File: config.mk
export PLATFORM = sky130hd
export DESIGN_NAME = pipeline_ctrl
export DESIGN_NICKNAME = d
export VERILOG_FILES = /design/src/rtl/pipeline_ctrl.sv
export SDC_FILE = /design/constraint.sdc
export NUM_CORES = 1
export LEC_CHECK = 0
export CORE_MARGIN = 2
export CORE_UTILIZATION = 36
export CTS_BUF_LIST = sky130_fd_sc_hd__clkbuf_8 sky130_fd_sc_hd__clkbuf_16
export DETAILED_ROUTE_END_ITERATION = 10
export PLACE_DENSITY = 0.81
export RECOVER_POWER = 100
export REMOVE_ABC_BUFFERS = 1
export SYNTH_ARGS = -nofsm -noshare
export SYNTH_HDL_FRONTEND = slang
export SYNTH_SLANG_ARGS = --single-unit
File: constraint.sdc
create_clock -name clk -period 2.3 [get_ports clk]
set_input_delay 0.345 -clock clk [delete_from_list [all_inputs] [get_ports clk]]
set_output_delay 0.345 -clock clk [all_outputs]
set_load 0.02 [all_outputs]
File: src/rtl/pipeline_ctrl.sv
// Stall/flush sequencer: owns all pipeline-stage enables and bubble controls.
// Optional perf counters are built only when PIPE_CTRL_PERF_EN is defined.
//   state  | meaning
//   RUN    | normal issue, hazard stalls handled in-cycle
//   IWAIT  | waiting on I-line fill, back end keeps draining
//   DWAIT  | waiting on D-line fill, whole pipe frozen
//   SBWAIT | store buffer full, only WB advances (with bubble)
module pipeline_ctrl #(
    parameter int TIMEOUT = 1023,
    parameter int CNT_W   = 32
) (
    input  logic             clk,
    input  logic             reset,
    input  logic             hazard_stall,
    input  logic             branch_taken,
    input  logic             icache_miss,
    input  logic             icache_fill_done,
    output logic             icache_abort,
    input  logic             dcache_miss,
    input  logic             dcache_fill_done,
    input  logic             mem_is_store,
    input  logic             sb_full,
    output logic             if_en,
    output logic             id_en,
    output logic             ex_en,
    output logic             mem_en,
    output logic             wb_en,
    output logic             bubble_id,
    output logic             bubble_ex,
    output logic             bubble_wb,
    output logic [1:0]       state,
    output logic             timeout_err,
    output logic [CNT_W-1:0] stall_cyc,
    output logic [CNT_W-1:0] imiss_cyc,
    output logic [CNT_W-1:0] dmiss_cyc
);
    typedef enum logic [1:0] {RUN = 2'd0, IWAIT = 2'd1, DWAIT = 2'd2, SBWAIT = 2'd3} state_t;

    localparam int TMO_W = (TIMEOUT < 2) ? 1 : $clog2(TIMEOUT + 1);

    state_t           state_q, state_d;
    logic             imiss_pend_q, imiss_pend_d;
    logic [TMO_W-1:0] tmo_q, tmo_d;
    logic             timeout_err_q, timeout_err_d;

    always_comb begin
        state_d      = state_q;
        imiss_pend_d = imiss_pend_q;
        if_en        = 1'b0;
        id_en        = 1'b0;
        ex_en        = 1'b0;
        mem_en       = 1'b0;
        wb_en        = 1'b0;
        bubble_id    = 1'b0;
        bubble_ex    = 1'b0;
        bubble_wb    = 1'b0;
        icache_abort = 1'b0;
        if (reset) begin
            bubble_id    = 1'b1;
            bubble_ex    = 1'b1;
            state_d      = RUN;
            imiss_pend_d = 1'b0;
        end else begin
            case (state_q)
                RUN: begin
                    if (dcache_miss) begin
                        state_d = DWAIT;
                    end else if (mem_is_store && sb_full) begin
                        wb_en     = 1'b1;
                        bubble_wb = 1'b1;
                        state_d   = SBWAIT;
                    end else if (branch_taken) begin
                        {if_en, id_en, ex_en, mem_en, wb_en} = 5'b11111;
                        bubble_id = 1'b1;
                        bubble_ex = 1'b1;
                    end else if (icache_miss) begin
                        {id_en, ex_en, mem_en, wb_en} = 4'b1111;
                        bubble_id = 1'b1;
                        state_d   = IWAIT;
                    end else if (hazard_stall) begin
                        {ex_en, mem_en, wb_en} = 3'b111;
                        bubble_ex = 1'b1;
                    end else begin
                        {if_en, id_en, ex_en, mem_en, wb_en} = 5'b11111;
                    end
                end
                IWAIT: begin
                    if (dcache_miss) begin
                        state_d      = DWAIT;
                        imiss_pend_d = 1'b1;
                    end else if (branch_taken) begin
                        // redirect makes the outstanding fetch useless
                        {if_en, id_en, ex_en, mem_en, wb_en} = 5'b11111;
                        bubble_id    = 1'b1;
                        bubble_ex    = 1'b1;
                        icache_abort = 1'b1;
                        state_d      = RUN;
                    end else begin
                        {ex_en, mem_en, wb_en} = 3'b111;
                        id_en     = !hazard_stall;
                        bubble_id = 1'b1;
                        bubble_ex = hazard_stall;
                        if (icache_fill_done) state_d = RUN;
                    end
                end
                DWAIT: begin
                    imiss_pend_d = imiss_pend_q && !icache_fill_done;
                    if (dcache_fill_done) begin
                        state_d      = (imiss_pend_q && !icache_fill_done) ? IWAIT : RUN;
                        imiss_pend_d = 1'b0;
                    end
                end
                default: begin
                    wb_en     = 1'b1;
                    bubble_wb = 1'b1;
                    if (!sb_full) state_d = RUN;
                end
            endcase
        end
    end

    // down-counter reloads on any state change; terminal count flags the error
    always_comb begin
        timeout_err_d = timeout_err_q;
        if (state_d != state_q || state_q == RUN) begin
            tmo_d = TMO_W'(TIMEOUT);
        end else begin
            tmo_d = (tmo_q != '0) ? tmo_q - 1'b1 : tmo_q;
            if (tmo_q == TMO_W'(1)) timeout_err_d = 1'b1;
        end
    end

    always_ff @(posedge clk) begin
        if (reset) begin
            state_q       <= RUN;
            imiss_pend_q  <= 1'b0;
            tmo_q         <= TMO_W'(TIMEOUT);
            timeout_err_q <= 1'b0;
        end else begin
            state_q       <= state_d;
            imiss_pend_q  <= imiss_pend_d;
            tmo_q         <= tmo_d;
            timeout_err_q <= timeout_err_d;
        end
    end

    assign state       = state_q;
    assign timeout_err = timeout_err_q;

`ifdef PIPE_CTRL_PERF_EN
    logic [CNT_W-1:0] stall_cyc_q, imiss_cyc_q, dmiss_cyc_q;

    always_ff @(posedge clk) begin
        if (reset) begin
            stall_cyc_q <= '0;
            imiss_cyc_q <= '0;
            dmiss_cyc_q <= '0;
        end else begin
            if (!if_en)            stall_cyc_q <= stall_cyc_q + 1'b1;
            if (state_q == IWAIT)  imiss_cyc_q <= imiss_cyc_q + 1'b1;
            if (state_q == DWAIT)  dmiss_cyc_q <= dmiss_cyc_q + 1'b1;
        end
    end

    assign stall_cyc = stall_cyc_q;
    assign imiss_cyc = imiss_cyc_q;
    assign dmiss_cyc = dmiss_cyc_q;
`else
    assign stall_cyc = '0;
    assign imiss_cyc = '0;
    assign dmiss_cyc = '0;
`endif
endmodule

==> out/results.txt <==
status = finished clean
placed instance count = 332
compound-cell area share of the yosys netlist = 0.120
Post-synth ARST share = 0
setup ws final = 0.133 ns
largest family of logic cells by synthesized area = buffers and inverters
clk slew on worst S/H paths = 0.06 ns
largest net degree at the start of global routing = 10
crit share post-route = 0.942
synth unique cells = 41
delay-heaviest family, CP = buffers and inverters
synth cell count leaders = 97 x buf_4, 17 x nand2_1, 15 x nor2_1
hold_buf cts = 0
CP required = 1.96 ns
setup TNS = 0 ns
Syn Inst Count = 233
H-tree Lvls = 1
leakage = 0.909 nW
total core area = 4720 µm²
clock buffer depth = 2
Setup Buffers After CTS = 0
GRT Util Overall = 0.107
register bit count reported by yosys = 14
post-route cell area = 1810 µm²
Layout area overhead = 2.48%
Final Hold Fails = 0
CP endpoint kind = output pin
CTS tree = built
routed via count = 1,345
Clk Latency, worst-skew pair = 0.24 ns
drt wl/cell = 9.42 µm
Synth top area share = 0.413
simple-gate share of the synthesized area = 0.194
first-pass GRT wire length = 4750 µm
Slew Limit Fails = 0
synth warn = 0
adder-cell share of the synthesized area = 0.0426
CP startpoint kind = flip-flop
GRT met2 Usage = 0.197
Seq/Total Area, Yosys = 0.159
Slowest-stage cell, CP = dfxtp_1
Post-synth EDFFs = 0
Fmax = 461 MHz
final net count = 286
area post-placement = 1780 µm²
CTS root buf = clkbuf_8
share of layout cells above drive strength 1 = 0.100
most common cell in the netlist = buf_4
top post-synthesis cells by area = buf_4 41%, dfxtp_1 16%, ha_1 4.3%
via/cell ratio = 4.00
drt initial violations = 48
final wirelength = 3170 µm
syn_area_per_cell = 7.57 µm²
ANT cells = 0
Synth Area in XOR/XNOR = 0.0199
CP Buf/Inv Count = 3
skew final = 0.00147 ns
cts bufs inserted = 3
Setup WS pre-CTS = -0.193 ns
CP Data Arrival Time = 1.82 ns
Critical Setup Path Class = flip-flop to output pin
RSZ-0062 raised after global routing = no
Min-Delay Path Class = flip-flop to flip-flop
layer carrying the most global-route usage = met2
die area = 5480 µm²
Tmin final = 2.17 ns
CP max FO = 4
Overflow after GRT = 0
largest area contributor in the netlist = buf_4
Fill cells = 496
IO Pins = 118
final non-filler cell total = 336
Synth Flop Type = dfxtp_1
placed wire-length estimate = 2570 µm
Antenna Nets Post-Route = 0
Post-route DRC = 0
Initial Util = 0.374
Final setup viols = 0
Sink Count = 14
met3 Track Usage GR = 0.0163
mux contribution to synthesized area = 0.0113
row cnt = 25
Max-Cap Viols = 0
PortBufs = 21
Peak VDD IR = 0.173 mV
Pwr Density = 500 nW/µm²
vias in the first global route = 1,134
Fin Hold WS = 0.492 ns
met1 Use GR = 0.119
Die Wd = 74.0 µm
CP cell instances = inv_1 -> ha_1 -> and2b_1 -> a21oi_2 -> clkbuf_4 -> o21bai_1 -> dlygate4sd2_1
GP Congestion = 0.878
CP peak stage delay = 0.36 ns
initial antenna violation count = 0
Synth Cell Area = 1760 µm²
Die Ht = 74.0 µm
DR pass1 iterations = 4
[cells by family after synthesis]
group	after synthesis
buffers and inverters	109
adders and majority gates	6
DFF	14
and+or+nand+nor	65
AOI/OAI and AO/OA	32
muxes	2
other	1
xor gates and xnor gates	4
[state kept, by name, summed over array words and instances, names as in the netlist]
signal / count
imiss_pend_q: 1
state: 2
timeout_err: 1
tmo_q: 10
[layout make-up]
type,instances,area [µm²],area share
flip-flops and latches,14,280,0.155
inverters,8,30.0,0.0166
clock buffers,4,55.1,0.0304
multi-input cells,205,1050,0.581
repair buffers,38,309,0.171
well taps,67,83.8,0.0464
[metal layers]
layer  vias to the layer above  share of wire
met5                         -              0
met4                         0          0.011
met3                         4          0.095
met2                        87           0.51
met1                       602           0.38
li1                        652              -
[worst register-to-register path, stage by stage, from the launching register on]
cell and delay (ns):
dfxtp_1 0.33, inv_1 0.13, ha_1 0.19, and2b_1 0.18
buf_4 0.14, o21ai_1 0.10, a2111oi_1 0.46, and4b_1 0.28
clkbuf_1 0.16, o211ai_1 0.10
[power by group]
group	switching, mW	internal (mW)
Combinational	0.282	0.122
Sequential	0.0102	0.254
Clock	0.0857	0.151
Total	0.378	0.527
[stage by stage]
step	total power, mW	utilization
detailed placement	0.681	0.376
CTS	0.909	0.386
finish	0.905	0.383
global route	0.957	0.383
global placement	0.674	0.376
floorplan	0.548	-
[worst paths after layout]
path | start | endpoint | slack (ns) | cells past startpoint
worst max-delay path | state[0] | bubble_ex | 0.13 | 7
worst min-delay path | tmo_q[5] | tmo_q[5] | 0.49 | 2
worst max register to register | state[0] | tmo_q[8] | 0.16 | 9
worst min register to register | tmo_q[5] | tmo_q[5] | 0.49 | 2
[placed cells by master (no fill, tap or decap), drive strengths merged, types with 7 or more instances in the layout]
cell,count
a21oi,12
buf,11
clkbuf,12
clkdlybuf4s50,10
conb,96
dfxtp,14
inv,8
nand2,17
nor2,15
nor2b,7
[what timing repair did]
action,CTS,global route
gates cloned,0,0
endpoints found under the setup margin,7,2
pin swaps,0,0
resized for setup,8,5
No activity file was read; power rests on OpenSTA's default activity.
